$ cat config.mk
export PLATFORM = sky130hd
export DESIGN_NAME = spi_slave_interface_flat
export DESIGN_NICKNAME = d
export VERILOG_FILES = /design/src/rtl/spi_slave_interface_if.sv /design/src/rtl/spi_slave_interface.sv /design/src/flat_wrapper.sv
export SDC_FILE = /design/constraint.sdc
export NUM_CORES = 1
export LEC_CHECK = 0
export ABC_AREA = 1
export CAP_MARGIN = 30
export CORE_MARGIN = 2
export CORE_UTILIZATION = 52
export CTS_BUF_LIST = sky130_fd_sc_hd__clkbuf_4 sky130_fd_sc_hd__clkbuf_8
export DETAILED_ROUTE_END_ITERATION = 16
export HOLD_SLACK_MARGIN = 0.06
export PLACE_DENSITY_LB_ADDON = 0.1
export SLEW_MARGIN = 10
export SYNTH_ARGS = -nofsm -noshare
export SYNTH_HDL_FRONTEND = slang
export SYNTH_SLANG_ARGS = --single-unit
export TNS_END_PERCENT = 5
$ cat constraint.sdc
create_clock -name clk -period 1.5 [get_ports clk]
set_clock_uncertainty 0.05 [all_clocks]
set_input_delay 0.375 -clock clk [delete_from_list [all_inputs] [get_ports clk]]
set_output_delay 0.375 -clock clk [all_outputs]
set_load 0.02 [all_outputs]
$ cat src/rtl/spi_slave_interface_if.sv
// Signal bundle between the SPI responder and its neighbours: the SPI pins
// plus the local transmit-buffer / receive-strobe handshake.
interface spi_slave_interface_if;
    // SPI pins
    logic       SCLK;
    logic       CS;
    logic       MOSI;
    logic       MISO;
    // Local transmit buffer handshake
    logic [7:0] tx_data;
    logic       tx_valid;
    logic       tx_ready;
    // Local receive side and status
    logic [7:0] rx_data;
    logic       rx_valid;
    logic       tx_underrun;
    logic       busy;

    // The SPI responder itself
    modport slave (
        input  SCLK, CS, MOSI, tx_data, tx_valid,
        output MISO, tx_ready, rx_data, rx_valid, tx_underrun, busy
    );

    // Whoever drives the bus and the transmit buffer (SPI master plus host logic)
    modport master (
        output SCLK, CS, MOSI, tx_data, tx_valid,
        input  MISO, tx_ready, rx_data, rx_valid, tx_underrun, busy
    );
endinterface

$ cat src/rtl/spi_slave_interface.sv
// Mode-0 SPI responder. SCLK/CS/MOSI are oversampled in the clk domain,
// MOSI is deserialised MSB first into rx_data, and a host-supplied byte
// (one-entry buffer, or 0x00 on underrun) is shifted out on MISO.
module spi_slave_interface #(
    parameter int SYNC_STAGES = 2
) (
    input  logic                  clk,
    input  logic                  rst,
    spi_slave_interface_if.slave  io_bus
);

    typedef enum logic {IDLE, ACTIVE} state_t;

    localparam logic [1:0] FLUSH_DONE = 2'(SYNC_STAGES);

    // Synchroniser chains and history flops
    logic [SYNC_STAGES-1:0] r_sclk_sync;
    logic [SYNC_STAGES-1:0] r_cs_sync;
    logic [SYNC_STAGES-1:0] r_mosi_sync;
    logic                   r_sclk_hist;
    logic                   r_cs_hist;
    logic                   r_mosi_hist;

    // After reset the chains hold reset values, not pin values; CS falls are
    // only honoured once the chain is flushed and CS has been seen high, so a
    // frame already in progress at reset release is ignored.
    logic [1:0]             r_flush_cnt;
    logic                   r_armed;

    // Transmit buffer
    logic [7:0]             r_buf;
    logic                   r_full;
    logic                   r_tx_underrun;

    // Frame state
    state_t                 r_state;
    logic [3:0]             r_bit_cnt;
    logic [7:0]             r_rx_sh;
    logic [7:0]             r_tx_sh;
    logic [7:0]             r_rx_data;
    logic                   r_rx_valid;
    logic                   r_miso;
    logic                   r_busy;

    // Decoded events
    logic                   w_sclk_s;
    logic                   w_cs_s;
    logic                   w_sclk_rise;
    logic                   w_sclk_fall;
    logic                   w_cs_rise;
    logic                   w_cs_fall;
    logic                   w_write;
    logic                   w_load;
    logic [7:0]             w_load_byte;
    logic [7:0]             w_rx_next;

    // Synchronise the pins, keep one history sample and track flush/arming
    always_ff @(posedge clk) begin
        // NOTE: sequential state uses non-blocking assignments so every flop
        // updates from the values present before the clock edge.
        if (rst) begin
            r_sclk_sync <= '0;
            r_cs_sync   <= '1;
            r_mosi_sync <= '0;
            r_sclk_hist <= 1'b0;
            r_cs_hist   <= 1'b1;
            r_mosi_hist <= 1'b0;
            r_flush_cnt <= 2'd0;
            r_armed     <= 1'b0;
        end else begin
            r_sclk_sync <= {r_sclk_sync[SYNC_STAGES-2:0], io_bus.SCLK};
            r_cs_sync   <= {r_cs_sync[SYNC_STAGES-2:0],   io_bus.CS};
            r_mosi_sync <= {r_mosi_sync[SYNC_STAGES-2:0], io_bus.MOSI};
            r_sclk_hist <= r_sclk_sync[SYNC_STAGES-1];
            r_cs_hist   <= r_cs_sync[SYNC_STAGES-1];
            r_mosi_hist <= r_mosi_sync[SYNC_STAGES-1];
            if (r_flush_cnt != FLUSH_DONE) begin
                r_flush_cnt <= r_flush_cnt + 2'd1;
            end else if (w_cs_s) begin
                r_armed <= 1'b1;
            end
        end
    end

    // Edge detection, buffer write qualification and byte-load selection
    always_comb begin
        // NOTE: every signal gets a default at the top of the block so no
        // path can leave it unassigned and infer a latch.
        w_sclk_s    = r_sclk_sync[SYNC_STAGES-1];
        w_cs_s      = r_cs_sync[SYNC_STAGES-1];
        w_sclk_rise = w_sclk_s & ~r_sclk_hist;
        w_sclk_fall = ~w_sclk_s & r_sclk_hist;
        w_cs_rise   = w_cs_s & ~r_cs_hist;
        w_cs_fall   = ~w_cs_s & r_cs_hist & r_armed;
        w_write     = io_bus.tx_valid & ~r_full;
        w_load      = 1'b0;
        // The MOSI history sample lines up with the SCLK edge seen between
        // the last sync stage and the SCLK history flop.
        w_rx_next   = {r_rx_sh[6:0], r_mosi_hist};

        if (r_state == IDLE) begin
            w_load = w_cs_fall;
        end else begin
            w_load = ~w_cs_rise & ~w_cs_fall & w_sclk_fall & (r_bit_cnt == 4'd8);
        end

        if (r_full) begin
            w_load_byte = r_buf;
        end else if (w_write) begin
            w_load_byte = io_bus.tx_data;
        end else begin
            w_load_byte = 8'h00;
        end
    end

    // One-entry transmit buffer: filled by a write, drained by a byte load
    always_ff @(posedge clk) begin
        if (rst) begin
            r_buf         <= 8'h00;
            r_full        <= 1'b0;
            r_tx_underrun <= 1'b0;
        end else begin
            r_tx_underrun <= w_load & ~r_full & ~w_write;
            if (w_load) begin
                // A write coinciding with a load from an empty buffer bypasses
                // into the shift register and leaves the buffer empty.
                r_full <= 1'b0;
            end else if (w_write) begin
                r_buf  <= io_bus.tx_data;
                r_full <= 1'b1;
            end
        end
    end

    // Frame FSM: shift MOSI in on SCLK rise, MISO out on SCLK fall
    always_ff @(posedge clk) begin
        if (rst) begin
            r_state    <= IDLE;
            r_bit_cnt  <= 4'd0;
            r_rx_sh    <= 8'h00;
            r_tx_sh    <= 8'h00;
            r_rx_data  <= 8'h00;
            r_rx_valid <= 1'b0;
            r_miso     <= 1'b0;
            r_busy     <= 1'b0;
        end else begin
            r_rx_valid <= 1'b0;
            r_miso     <= (r_state == ACTIVE) ? r_tx_sh[7] : 1'b0;
            case (r_state)
                IDLE: begin
                    if (w_cs_fall) begin
                        r_state   <= ACTIVE;
                        r_busy    <= 1'b1;
                        r_bit_cnt <= 4'd0;
                        r_tx_sh   <= w_load_byte;
                    end
                end
                ACTIVE: begin
                    if (w_cs_rise) begin
                        // Partial bytes and an already-loaded tx byte are dropped.
                        r_state   <= IDLE;
                        r_busy    <= 1'b0;
                        r_bit_cnt <= 4'd0;
                    end else if (w_cs_fall) begin
                        r_state   <= ACTIVE;
                    end else if (w_sclk_rise && r_bit_cnt != 4'd8) begin
                        r_rx_sh   <= w_rx_next;
                        r_bit_cnt <= r_bit_cnt + 4'd1;
                        if (r_bit_cnt == 4'd7) begin
                            r_rx_data  <= w_rx_next;
                            r_rx_valid <= 1'b1;
                        end
                    end else if (w_sclk_fall) begin
                        if (r_bit_cnt == 4'd8) begin
                            r_tx_sh   <= w_load_byte;
                            r_bit_cnt <= 4'd0;
                        end else begin
                            r_tx_sh   <= {r_tx_sh[6:0], 1'b0};
                        end
                    end
                end
                default: begin
                    r_state <= IDLE;
                    r_busy  <= 1'b0;
                end
            endcase
        end
    end

    assign io_bus.MISO        = r_miso;
    assign io_bus.tx_ready    = ~r_full;
    assign io_bus.rx_data     = r_rx_data;
    assign io_bus.rx_valid    = r_rx_valid;
    assign io_bus.tx_underrun = r_tx_underrun;
    assign io_bus.busy        = r_busy;

endmodule
$ cat src/flat_wrapper.sv
// flat-port wrapper written by rule: the top's interface ports become plain ports
module spi_slave_interface_flat 
#(
    parameter int SYNC_STAGES = 2
)
  (clk, rst, io_bus_SCLK, io_bus_CS, io_bus_MOSI, io_bus_tx_data, io_bus_tx_valid, io_bus_MISO, io_bus_tx_ready, io_bus_rx_data, io_bus_rx_valid, io_bus_tx_underrun, io_bus_busy);
  spi_slave_interface_if io_bus_i ();
  input  logic clk;
  input  logic rst;
  input wire logic [$bits(io_bus_i.SCLK)-1:0] io_bus_SCLK;
  input wire logic [$bits(io_bus_i.CS)-1:0] io_bus_CS;
  input wire logic [$bits(io_bus_i.MOSI)-1:0] io_bus_MOSI;
  input wire logic [$bits(io_bus_i.tx_data)-1:0] io_bus_tx_data;
  input wire logic [$bits(io_bus_i.tx_valid)-1:0] io_bus_tx_valid;
  output wire logic [$bits(io_bus_i.MISO)-1:0] io_bus_MISO;
  output wire logic [$bits(io_bus_i.tx_ready)-1:0] io_bus_tx_ready;
  output wire logic [$bits(io_bus_i.rx_data)-1:0] io_bus_rx_data;
  output wire logic [$bits(io_bus_i.rx_valid)-1:0] io_bus_rx_valid;
  output wire logic [$bits(io_bus_i.tx_underrun)-1:0] io_bus_tx_underrun;
  output wire logic [$bits(io_bus_i.busy)-1:0] io_bus_busy;
  assign io_bus_i.SCLK = io_bus_SCLK;
  assign io_bus_i.CS = io_bus_CS;
  assign io_bus_i.MOSI = io_bus_MOSI;
  assign io_bus_i.tx_data = io_bus_tx_data;
  assign io_bus_i.tx_valid = io_bus_tx_valid;
  assign io_bus_MISO = io_bus_i.MISO;
  assign io_bus_tx_ready = io_bus_i.tx_ready;
  assign io_bus_rx_data = io_bus_i.rx_data;
  assign io_bus_rx_valid = io_bus_i.rx_valid;
  assign io_bus_tx_underrun = io_bus_i.tx_underrun;
  assign io_bus_busy = io_bus_i.busy;
  spi_slave_interface #(.SYNC_STAGES(SYNC_STAGES)) u_core (.clk(clk), .rst(rst), .io_bus(io_bus_i));
endmodule
# [Word-level counts from Yosys, hierarchy flattened]
# Cells that the tools add are included.
[totals] register_bits=53 input_bits=14 word_cells=92
[op_classes] add_sub_neg=2 eq_ne=13 mux=24 bitwise=23 n_reduce_logical=11
[op_table] operator="8-bit two-way mux" count=8
[op_table] operator="4-bit two-way mux" count=6
[op_table] operator="8-bit one-hot mux with 2 select lines" count=1
[op_table] operator="2-bit != test (second input constant)" count=6
[op_table] operator="4-bit != test (second input constant)" count=3
[op_table] operator="1-bit NOT" count=12
[op_table] operator="1-bit bitwise AND" count=11
[op_table] operator="5-bit AND reduction" count=2
[op_table] operator="4-bit one-hot mux with 2 select lines" count=1
[op_table] operator="4-bit AND reduction" count=2
[op_table] operator="1-bit two-way mux" count=6
[op_table] operator="2-bit AND reduction" count=3
[op_table] operator="5-bit OR reduction" count=1
[op_table] operator="4-bit by 1-bit adder with 4-bit output (second input constant)" count=1
[op_table] operator="4-bit by 3-bit == test with 1-bit output (second input constant)" count=1
[op_table] operator="4-bit == test (second input constant)" count=1
[op_table] operator="1-bit one-hot mux with 2 select lines" count=2
[op_table] operator="2-bit OR reduction" count=2
[op_table] operator="3-bit != test (second input constant)" count=1
[op_table] operator="2-bit by 1-bit adder with 2-bit output (second input constant)" count=1
[op_table] operator="2-bit by 1-bit != test with 1-bit output (second input constant)" count=1
[op_table] operator="1-bit logical AND" count=1

# [Depth between registers and ports, before layout]
# Gate-level depths: netlist (run 1).
[logic_depth] ltp_word=10 depth_mapped=10

# [Least setup slack after synthesis (run 1)]
# No wires, ideal clock.
[synth_timing] kind="reg-to-reg" startpoint="register u_core.r_bit_cnt[0]" endpoint="register u_core.r_rx_data[1], in the netlist u_core.io_bus.rx_data[1]" setup_time_ns=0.066 t_arrival_ns=1.342 required_time_ns=1.384 path_slack_ns=0.042 stages_incl_launch_ff=11 synth_period_minus_slack_ns=1.458 path_cell_list="dfxtp_1 -> inv_1 -> ha_1 -> nand2_1 -> nor2_2 -> nor2_2 -> nand2_4 -> nor2_4 -> buf_6 -> nand2_2 -> a21oi_2"
[synth_via] elab_chain_len=3 elab_cells_between_ends=4 classes_between="2 x eq/ne; 2 x reduce/logical"
[synth_rtl] element="start: declaration" line_no="spi_slave_interface.sv:37" source="logic [3:0] r_bit_cnt;"
[synth_rtl] element="start signal: assignment" line_no="spi_slave_interface.sv:168" source="r_bit_cnt <= r_bit_cnt + 4'd1;"
[synth_rtl] element="4-bit != test" line_no="spi_slave_interface.sv:166" source="end else if (w_sclk_rise && r_bit_cnt != 4'd8) begin"
[synth_rtl] element="1-bit logical AND" line_no="spi_slave_interface.sv:166"
[synth_rtl] element="5-bit AND reduction (no line) *"
[synth_rtl] element="end signal: assignment" line_no="spi_slave_interface.sv:170" source="r_rx_data <= w_rx_next;"
[synth_rtl] element="end: declaration" line_no="spi_slave_interface.sv:40" source="logic [7:0] r_rx_data;"
# Mark *: on every way between the ends. The rest lies on a longest branch, timed or not.
# A chain may end at the register's enable or synchronous reset.

# [Worst setup path after layout (run 1)]
[layout_timing] startpoint="register u_core.r_bit_cnt[0]" endpoint="register u_core.r_buf[1]"
[layout_via] elab_chain_len=5
[layout_rtl] element="4-bit == test" line_no="spi_slave_interface.sv:104" source="w_load = ~w_cs_rise & ~w_cs_fall & w_sclk_fall & (r_bit_cnt == 4'd8);"
[layout_rtl] element="1-bit bitwise AND" line_no="spi_slave_interface.sv:104"
[layout_rtl] element="1-bit two-way mux" line_no="spi_slave_interface.sv:101" source="if (r_state == IDLE) begin"
[layout_rtl] element="1-bit NOT (no line)"
[layout_rtl] element="2-bit AND reduction (no line)"
[layout_rtl] element="end signal: assignment" line_no="spi_slave_interface.sv:129" source="r_buf <= io_bus.tx_data;"
[layout_rtl] element="end: declaration" line_no="spi_slave_interface.sv:31" source="logic [7:0] r_buf;"
# Every way passes these cells.

==> results of run 1 <==
[state kept, by name, summed over array words and instances, names as in the netlist, 2 cells and up]
| register | flops |
|---|---|
| u_core.io_bus.rx_data | 8 |
| u_core.r_buf | 8 |
| u_core.r_tx_sh | 8 |
| u_core.r_rx_sh | 7 |
| u_core.r_bit_cnt | 4 |
| u_core.r_cs_sync | 2 |
| u_core.r_flush_cnt | 2 |
| u_core.r_mosi_sync | 2 |
| u_core.r_sclk_sync | 2 |
[power by group through the flow]
stage	combinational, mW	clock [mW]	sequential [mW]
after floorplan	0.283	0	1.54
after global placement	0.414	0	1.55
after detailed placement	0.424	0	1.55
after CTS	0.426	0.855	1.52
after global routing	0.507	0.908	1.53
final	0.445	0.827	1.52
[metal layers]
| layer | share of wire [%] | GRT usage, % | up-vias | routed length, µm |
|---|---|---|---|---|
| li1 | - | - | 1114 | - |
| met1 | 45 | 24.2 | 959 | 2170 |
| met2 | 50 | 38.2 | 46 | 2440 |
| met3 | 4.3 | 4.08 | 5 | 208 |
| met4 | 0.88 | 6.50 | 0 | 43 |
| met5 | 0 | 0 | - | 0 |
[per-stage QoR]
stage | setup TNS, ps | hold slack, ps | cell area (µm²)
global placement | -1660 | 341 | 2870
CTS | -414 | 364 | 2960
detailed placement | -1970 | 348 | 2870
finish | -201 | 360 | 3030
global route | -1520 | 386 | 3030
floorplan | 0 | 338 | 2390
[critical path, stage by stage (launching register included)]
cell and delay, ps:
dfxtp_2 340, inv_2 80, ha_4 160, nand2_4 50, nor2_4 160, buf_6 130
nand3_4 150, nand3_4 150, nand2_1 70, inv_1 50, nor2_1 50
[layout make-up]
| type | instances | share of cell area, % |
|---|---|---|
| clock buffers | 6 | 2.72 |
| multi-input cells | 212 | 38.0 |
| inverters | 49 | 6.15 |
| clock inverters | 2 | 0.454 |
| flip-flops and latches | 53 | 35.1 |
| well taps | 52 | 2.15 |
| repair buffers | 52 | 15.4 |
[what timing repair did]
item / in CTS / in global routing
pin swaps: 2 / 6
resized for setup: 17 / 17
endpoints found under the setup margin: 34 / 34
buffers inserted: 0 / 3
hold buffers: 0 / 0
[cells in the final DEF, fill, tap and decap left out, drive strengths merged]
cell type / count
a21oi: 15
buf: 26
clkbuf: 6
clkdlybuf4s50: 13
clkinv: 3
dfxtp: 53
dlygate4sd2: 13
ha: 3
inv: 48
nand2: 61
nand3: 14
nand4: 9
nor2: 72
nor3: 2
o211ai: 1
o21ai: 24
o22ai: 8
or2: 2
xor2: 1
[kinds of logic (layout without fill, tap and decap cells)]
kind of cell    after synthesis  in the layout  share of synthesized area [%]
compound gates               48             48                           12.0
flops                        53             53                           44.3
fa+ha+maj                     3              3                           1.57
xor+xnor                      1              1                          0.366
buf+inv                      57            109                           9.61
simple gates                160            160                           32.2
[final timing paths]
check | slack, ps | to | depth (start not counted) | start
min reg2reg | 360 | u_core.r_sclk_sync[1] | 2 | u_core.r_sclk_sync[0]
min | 360 | u_core.r_sclk_sync[1] | 2 | u_core.r_sclk_sync[0]
max reg2reg | -30 | u_core.r_buf[1] | 10 | u_core.r_bit_cnt[0]
max | -30 | u_core.r_buf[1] | 10 | u_core.r_bit_cnt[0]
==> impl_metrics.tcl, run 1 <==
set metrics [dict create \
    status "complete, but fails checks" \
    violations "negative setup slack" \
    p_clk_share_pct 29.7 \
    initial_core_util_pct 54.6 \
    fin_util_pct 69.2 \
    die_h_um 71.9 \
    overflow 0 \
    areaGrowthSynthToFinish_pct 26.6 \
    required_ps 1650 \
    final_antenna_net_count 0 \
    dp_slack_ps -142 \
    combPwrFrac_pct 15.9 \
    end_kind "flip-flop" \
    clkTransAtPathRegs_ps 90 \
    worst-setup-path-type "flip-flop to flip-flop" \
    finalCritPeriodShare_pct 102 \
    mappedNetlistArea_um2 2390 \
    ioPinCount 27 \
    cp.arrival_ps 1690 \
    leakage_nw 1.44 \
    portBuffers 26 \
    grt_pass1_wl_um 8670 \
    drtIter0Drc 158 \
    hold_violations 0 \
    dieArea_um2 5160 \
    internal_power_mw 2.05 \
    worst_setup_path_start_kind "flip-flop" \
    ys_types 33 \
    cap_violations 0 \
    grt_max_degree 36 \
    ys_ff_latch 53 \
    synthTopCellsByCount "66 x nor2_1, 53 x dfxtp_1, 49 x nand2_1, 40 x inv_1, 16 x o21ai_0" \
    synth_top_area_share_pct 44.3 \
    cts_buffer_depth 2 \
    setup_ws_ps -34.4 \
    synth-seq-area-share_pct 44.3 \
    dp.cells 415 \
    row_count 24 \
    insertion_delay_ps 300 \
    nets 390 \
    track_usage_pct 20.8 \
    min_period_ps 1530 \
    clockRootBuffer "clkbuf_8" \
    maxSlewViolCount 0 \
    hold_class "flip-flop to flip-flop" \
    power_frac_seq_pct 54.4 \
    pwr_density_cell_nw_per_um2 920 \
    switching_share_pct 26.4 \
    htree_levels 2 \
    worstPathMaxFanout 10 \
    rsz0062_at_grt "true" \
    fmax_ghz 0.652 \
    ys_warn_count 0 \
    antenna_found_initial 0 \
    vdd_drop_max_mv 0.588 \
    die_w_um 71.9 \
    synthesis.instances 322 \
    clock-sinks 53 \
    yosysTopAreaCell "dfxtp_1" \
    synthFlopType "dfxtp_1" \
    firstDrtPassIters 5 \
    grt_pass1_vias 2078 \
    wl_per_cell_um 11.4 \
    synth_edf_count 0 \
    drc 0 \
    syn_area_per_cell_um2 7.44 \
    wirelength_um 4870 \
    fin_total_pwr_mw 2.79 \
    fin_cells 426 \
    antenna_cells 0 \
    worst_pin_slew_ps 282 \
    cts_tree "built" \
    setup_violations 12 \
    coreArea_um2 4380 \
    async_flop_share_pct 0 \
    p_switching_mw 0.737 \
    cts_inserted_buffers 5 \
    via_count 2124 \
    syn-num-nets 339 \
    dpl.hpwl_um 3510 \
    drive_gt1_share_pct 22.7 \
    synth_most_common_cell "nor2_1" \
    synth_area_leaders "dfxtp_1 44%, nor2_1 10%, nand2_1 7.7%, inv_1 6.3%, o21ai_0 3.3%" \
    slew_headroom_pct 81.2 \
    drt-vias-per-instance 4.99 \
    multiInputGateArea_um2 1150 \
    seqCellArea_um2 1060 \
    fillCellCount 366 \
    gp_routability_congestion 0.798 \
]
Note: power is estimated with default switching activity, not from simulation.
==> run 2: changes to the inputs <==
--- a/config.mk
+++ b/config.mk
@@ -12,7 +12,7 @@
 export CTS_BUF_LIST = sky130_fd_sc_hd__clkbuf_4 sky130_fd_sc_hd__clkbuf_8
 export DETAILED_ROUTE_END_ITERATION = 16
 export HOLD_SLACK_MARGIN = 0.06
-export PLACE_DENSITY_LB_ADDON = 0.1
+export PLACE_DENSITY = 0.78
 export SLEW_MARGIN = 10
 export SYNTH_ARGS = -nofsm -noshare
 export SYNTH_HDL_FRONTEND = slang
==> impl_metrics.tcl, run 2 (same netlist as run 1, synthesis figures left out) <==
set metrics [dict create \
    leakage_nw 1.41 \
    worst_setup_path_start_kind "flip-flop" \
    fillCellCount 376 \
    nets 383 \
    areaGrowthSynthToFinish_pct 24.6 \
    power_frac_seq_pct 52.7 \
    multiInputGateArea_um2 1140 \
    htree_levels 2 \
    fmax_ghz 0.677 \
    via_count 2079 \
    drt-met1-wl_um 2190 \
    clockRootBuffer "clkbuf_8" \
    internal_power_mw 2.15 \
    drc 0 \
    track_usage_pct 20.0 \
    portBuffers 26 \
    finalCritPeriodShare_pct 98.5 \
    overflow 0 \
    firstDrtPassIters 4 \
    rsz0062_at_grt "true" \
    wirelength_um 4800 \
    fin_util_pct 68.1 \
    cts_inserted_buffers 5 \
    wl_per_cell_um 11.5 \
    worstPathMaxFanout 8 \
    layout_commonest_cell "nor2_1" \
    grt_pass1_wl_um 8290 \
    drt-vias-per-instance 4.97 \
    combPwrFrac_pct 15.1 \
    initial_core_util_pct 54.6 \
    cap_violations 0 \
    row_count 24 \
    insertion_delay_ps 300 \
    seqCellArea_um2 1060 \
    final_antenna_net_count 0 \
    wl_met3_um 195 \
    p_clk_share_pct 32.2 \
    clock-sinks 53 \
    cp.arrival_ps 1630 \
    dpl.hpwl_um 3350 \
    dieArea_um2 5160 \
    hold_class "flip-flop to flip-flop" \
    die_w_um 71.9 \
    required_ps 1650 \
    wl_met2_um 2350 \
    holdWs_ps 355 \
    p_switching_mw 0.733 \
    clkTransAtPathRegs_ps 90 \
    pwr_density_cell_nw_per_um2 966 \
    end_kind "flip-flop" \
    die_h_um 71.9 \
    antenna_found_initial 0 \
    drive_gt1_share_pct 21.3 \
    cts_buffer_depth 2 \
    slew_headroom_pct 82.7 \
    worst_pin_slew_ps 258 \
    switching_share_pct 25.4 \
    worst-setup-path-type "flip-flop to flip-flop" \
    grt_max_degree 37 \
    grt_pass1_vias 1972 \
    coreArea_um2 4380 \
    maxSlewViolCount 0 \
    min_period_ps 1480 \
    setup_violations 0 \
    fin_total_pwr_mw 2.88 \
    layout_common_cells "64 x nor2_1, 50 x dfxtp_1, 47 x nand2_1" \
    cts_tree "built" \
    routed.top_layer "met4" \
    hold_violations 0 \
    ioPinCount 27 \
    antenna_cells 0 \
    vdd_drop_max_mv 0.722 \
    drtIter0Drc 140 \
    gp_routability_congestion 0.843 \
    status "complete, no violations" \
]
## run 2: layer usage
metal	global-route usage (%)	up-vias
met1	23.7	932
met5	0	-
met2	34.6	42
li1	-	1097
met3	5.06	8
met4	7.76	0
## run 2: worst paths after layout
check | start | endpoint | slack [ps] | cells after the start
worst max-delay path | u_core.r_bit_cnt[0] | u_core.r_buf[7] | 20 | 10
worst min-delay path | u_core.r_mosi_sync[1] | u_core.r_mosi_hist | 350 | 2
worst max register to register | u_core.r_bit_cnt[0] | u_core.r_buf[7] | 20 | 10
worst min register to register | u_core.r_mosi_sync[1] | u_core.r_mosi_hist | 350 | 2
## run 2: repair_timing
item | 4_1_cts | 5_1_grt
hold buffers | 0 | 0
resized for setup | 18 | 14
setup buffers | 0 | 2
endpoints found under the setup margin | 36 | 36
pin swaps | 0 | 5
## run 2: power by group through the flow
stage	sequential [mW]	combinational, mW	clock, mW
2_1_floorplan	1.54	0.283	0
3_3_place_gp	1.55	0.399	0
3_5_place_dp	1.55	0.416	0
4_1_cts	1.52	0.423	0.954
5_1_grt	1.53	0.495	1.01
6_report	1.52	0.435	0.929
## run 2: critical path: stages (launching register included)
cell	delay, ps
dfxtp_2	330
inv_2	70
ha_4	150
nand2_4	50
nor2_4	160
buf_6	130
nand3_4	120
nand3_4	160
nand2_1	80
inv_2	50
nor2_1	40
## run 2: per-stage QoR
step	setup slack, ps	cells	cell area, µm²	setup TNS, ps
after global placement	-151	409	2830	-1900
after global routing	-95.2	418	2980	-1500
after floorplan	42.1	322	2390	0
after detailed placement	-178	409	2830	-2410
after CTS	-18.3	416	2930	-129
final	22.8	418	2980	0
## run 2: cell type report
class / instances / share of cell area, %
Clock inverter: 2 / 1.17
Timing Repair Buffer: 45 / 14.0
Clock buffer: 5 / 2.31
Sequential cell: 53 / 35.7
Inverter: 49 / 6.25
Multi-Input combinational cell: 212 / 38.4
Tap cell: 52 / 2.18
==> run 3: changes to the inputs <==
--- a/config.mk
+++ b/config.mk
@@ -8,11 +8,11 @@
 export ABC_AREA = 1
 export CAP_MARGIN = 30
 export CORE_MARGIN = 2
-export CORE_UTILIZATION = 52
+export CORE_UTILIZATION = 54
 export CTS_BUF_LIST = sky130_fd_sc_hd__clkbuf_4 sky130_fd_sc_hd__clkbuf_8
 export DETAILED_ROUTE_END_ITERATION = 16
 export HOLD_SLACK_MARGIN = 0.06
-export PLACE_DENSITY = 0.78
+export PLACE_DENSITY = 0.77
 export SLEW_MARGIN = 10
 export SYNTH_ARGS = -nofsm -noshare
 export SYNTH_HDL_FRONTEND = slang
==> constraint.sdc (replaced) <==
create_clock -name clk -period 1.4 [get_ports clk]
set_clock_uncertainty 0.05 [all_clocks]
set_input_delay 0.35 -clock clk [delete_from_list [all_inputs] [get_ports clk]]
set_output_delay 0.35 -clock clk [all_outputs]
set_load 0.05 [all_outputs]
==> impl_metrics.tcl, run 3 (same netlist as run 1, synthesis figures left out) <==
set metrics [dict create \
    drc 0 \
    final_antenna_net_count 0 \
    cap_violations 0 \
    drt-vias-per-instance 5.00 \
    holdWs_ps 365 \
    wirelength_um 5220 \
    critPathMaxStageDelay_ps 340 \
    fmax_ghz 0.661 \
    hold_class "flip-flop to flip-flop" \
    maxSlewViolCount 0 \
    die_w_um 70.6 \
    fin_util_pct 75.4 \
    violations "negative setup slack" \
    rsz0062_at_grt "true" \
    nets 395 \
    fin_cells 431 \
    cpMostUsedCell "buf_6" \
    insertion_delay_ps 300 \
    reg2regPathDepth 10 \
    dp.cells 418 \
    grt_pass1_wl_um 8900 \
    drt-met1-wl_um 2220 \
    layout_commonest_cell "nor2_1" \
    cp_num_buf_inv 3 \
    track_usage_pct 22.0 \
    overflow 0 \
    status "complete, but fails checks" \
    die_h_um 70.6 \
    antenna_cells 0 \
    clkTransAtPathRegs_ps 90 \
    leakage_nw 1.47 \
    required_ps 1600 \
    hp-start "u_core.r_mosi_sync[1]" \
    drive_gt1_share_pct 29.3 \
    gp_routability_congestion 0.850 \
    firstDrtPassIters 4 \
    reg2reg_slack_ps -110 \
    critical_path.slowest_cell "dfxtp_2" \
    reg2reg_from "u_core.r_bit_cnt[1]" \
    portBuffers 26 \
    cts_inserted_buffers 5 \
    crit_chain "inv_2 -> ha_4 -> nand2_4 -> nor2_4 -> buf_6 -> nand3_4 -> buf_6 -> nand4_1 -> nand2_1 -> nor2_1" \
    via_count 2154 \
    grt_max_degree 21 \
    dieArea_um2 4980 \
    routed.top_layer "met4" \
    row_count 24 \
    dpl.hpwl_um 3620 \
    grt_pass1_vias 2179 \
    worst_setup_path_start_kind "flip-flop" \
    clock-sinks 53 \
    clockRootBuffer "clkbuf_8" \
    hold_path_depth 2 \
    slew_headroom_pct 83.3 \
    internal_power_mw 2.35 \
    initial_core_util_pct 55.4 \
    hold_buffers 0 \
    worst-setup-path-type "flip-flop to flip-flop" \
    worstPathMaxFanout 5 \
    tns_ps -792 \
    p_switching_mw 0.831 \
    ioPinCount 27 \
    layout_common_cells "65 x nor2_1, 47 x dfxtp_1, 44 x nand2_1" \
    min_to "u_core.r_mosi_hist" \
    finalCritPeriodShare_pct 108 \
    p_clk_share_pct 32.6 \
    cts_tree "built" \
    worst_pin_slew_ps 250 \
    wl_met2_um 2720 \
    vdd_drop_max_mv 0.762 \
    antenna_found_initial 0 \
    drtIter0Drc 136 \
    cts_buffer_depth 2 \
    coreArea_um2 4320 \
    pwr_density_cell_nw_per_um2 974 \
    end_kind "flip-flop" \
    areaGrowthSynthToFinish_pct 36.2 \
    hold_violations 0 \
    crit_family "simple AND/OR/NAND/NOR gates" \
    min_period_ps 1510 \
    r2r_end "u_core.r_buf[6]" \
    cp.arrival_ps 1710 \
    fillCellCount 304 \
    power_frac_seq_pct 51.4 \
    wl_met3_um 183 \
    switching_share_pct 26.1 \
    setup_ws_ps -113 \
    htree_levels 2 \
    wl_per_cell_um 12.1 \
    combPwrFrac_pct 16.1 \
    setup_violations 18 \
]
==> run 3: layout make-up <==
| type | instances | area, µm² | area share, % |
|---|---|---|---|
| clock buffer | 5 | 68.8 | 2.11 |
| inverter | 49 | 186 | 5.72 |
| sequential | 53 | 1070 | 32.8 |
| timing repair buffer | 57 | 654 | 20.1 |
| tap | 52 | 65.1 | 1.99 |
| multi-input combinational | 212 | 1170 | 35.9 |
| clock inverter | 3 | 46.3 | 1.42 |
==> run 3: stage by stage <==
| step | total power, mW | setup WS, ps | instance area, µm² |
|---|---|---|---|
| 3_3_place_gp | 2.12 | -167 | 3040 |
| 2_1_floorplan | 1.97 | 10.3 | 2420 |
| 5_1_grt | 3.33 | -191 | 3260 |
| 6_report | 3.18 | -113 | 3260 |
| 3_5_place_dp | 2.14 | -214 | 3040 |
| 4_1_cts | 3.18 | -92.3 | 3210 |
==> run 3: power groups by stage <==
stage                     Sequential [mW]  Combinational (mW)  Clock (mW)
after global routing                 1.64               0.579        1.11
after detailed placement             1.66               0.481           0
final                                1.63               0.510        1.03
after CTS                            1.63               0.495        1.06
after global placement               1.66               0.463           0
after floorplan                      1.66               0.317           0
==> run 3: worst reg2reg max path, cell delays in order (launching register included) <==
cell,delay (ps)
dfxtp_2,340
inv_2,70
ha_4,150
nand2_4,50
nor2_4,160
buf_6,130
nand3_4,120
buf_6,150
nand4_1,80
nand2_1,80
nor2_1,90
==> run 3: layer usage <==
layer  vias to the layer above  global-route usage (%)
met1                       981                    25.9
met3                         9                    4.56
met5                         -                       0
met4                         0                    8.81
met2                        41                    39.1
li1                       1123                       -
==> run 3: worst max path at each step <==
stage,from,endpoint,slack (ps),cells after the start
CTS,u_core.r_bit_cnt[0],u_core.r_buf[2],-90,10
global placement,io_bus_tx_valid,u_core.r_tx_sh[5],-170,8
global route,u_core.r_bit_cnt[1],u_core.r_buf[5],-190,10
detailed placement,io_bus_tx_valid,u_core.r_tx_sh[4],-210,8
finish,u_core.r_bit_cnt[1],u_core.r_buf[6],-110,10
floorplan,u_core.r_bit_cnt[1],u_core.io_bus.rx_data[1],10,10
==> run 3: timing repair <==
action                                  CTS  global route
buffers inserted                          4             1
resized for setup                         7            18
pin swaps                                 4             5
endpoints found under the setup margin   23            38
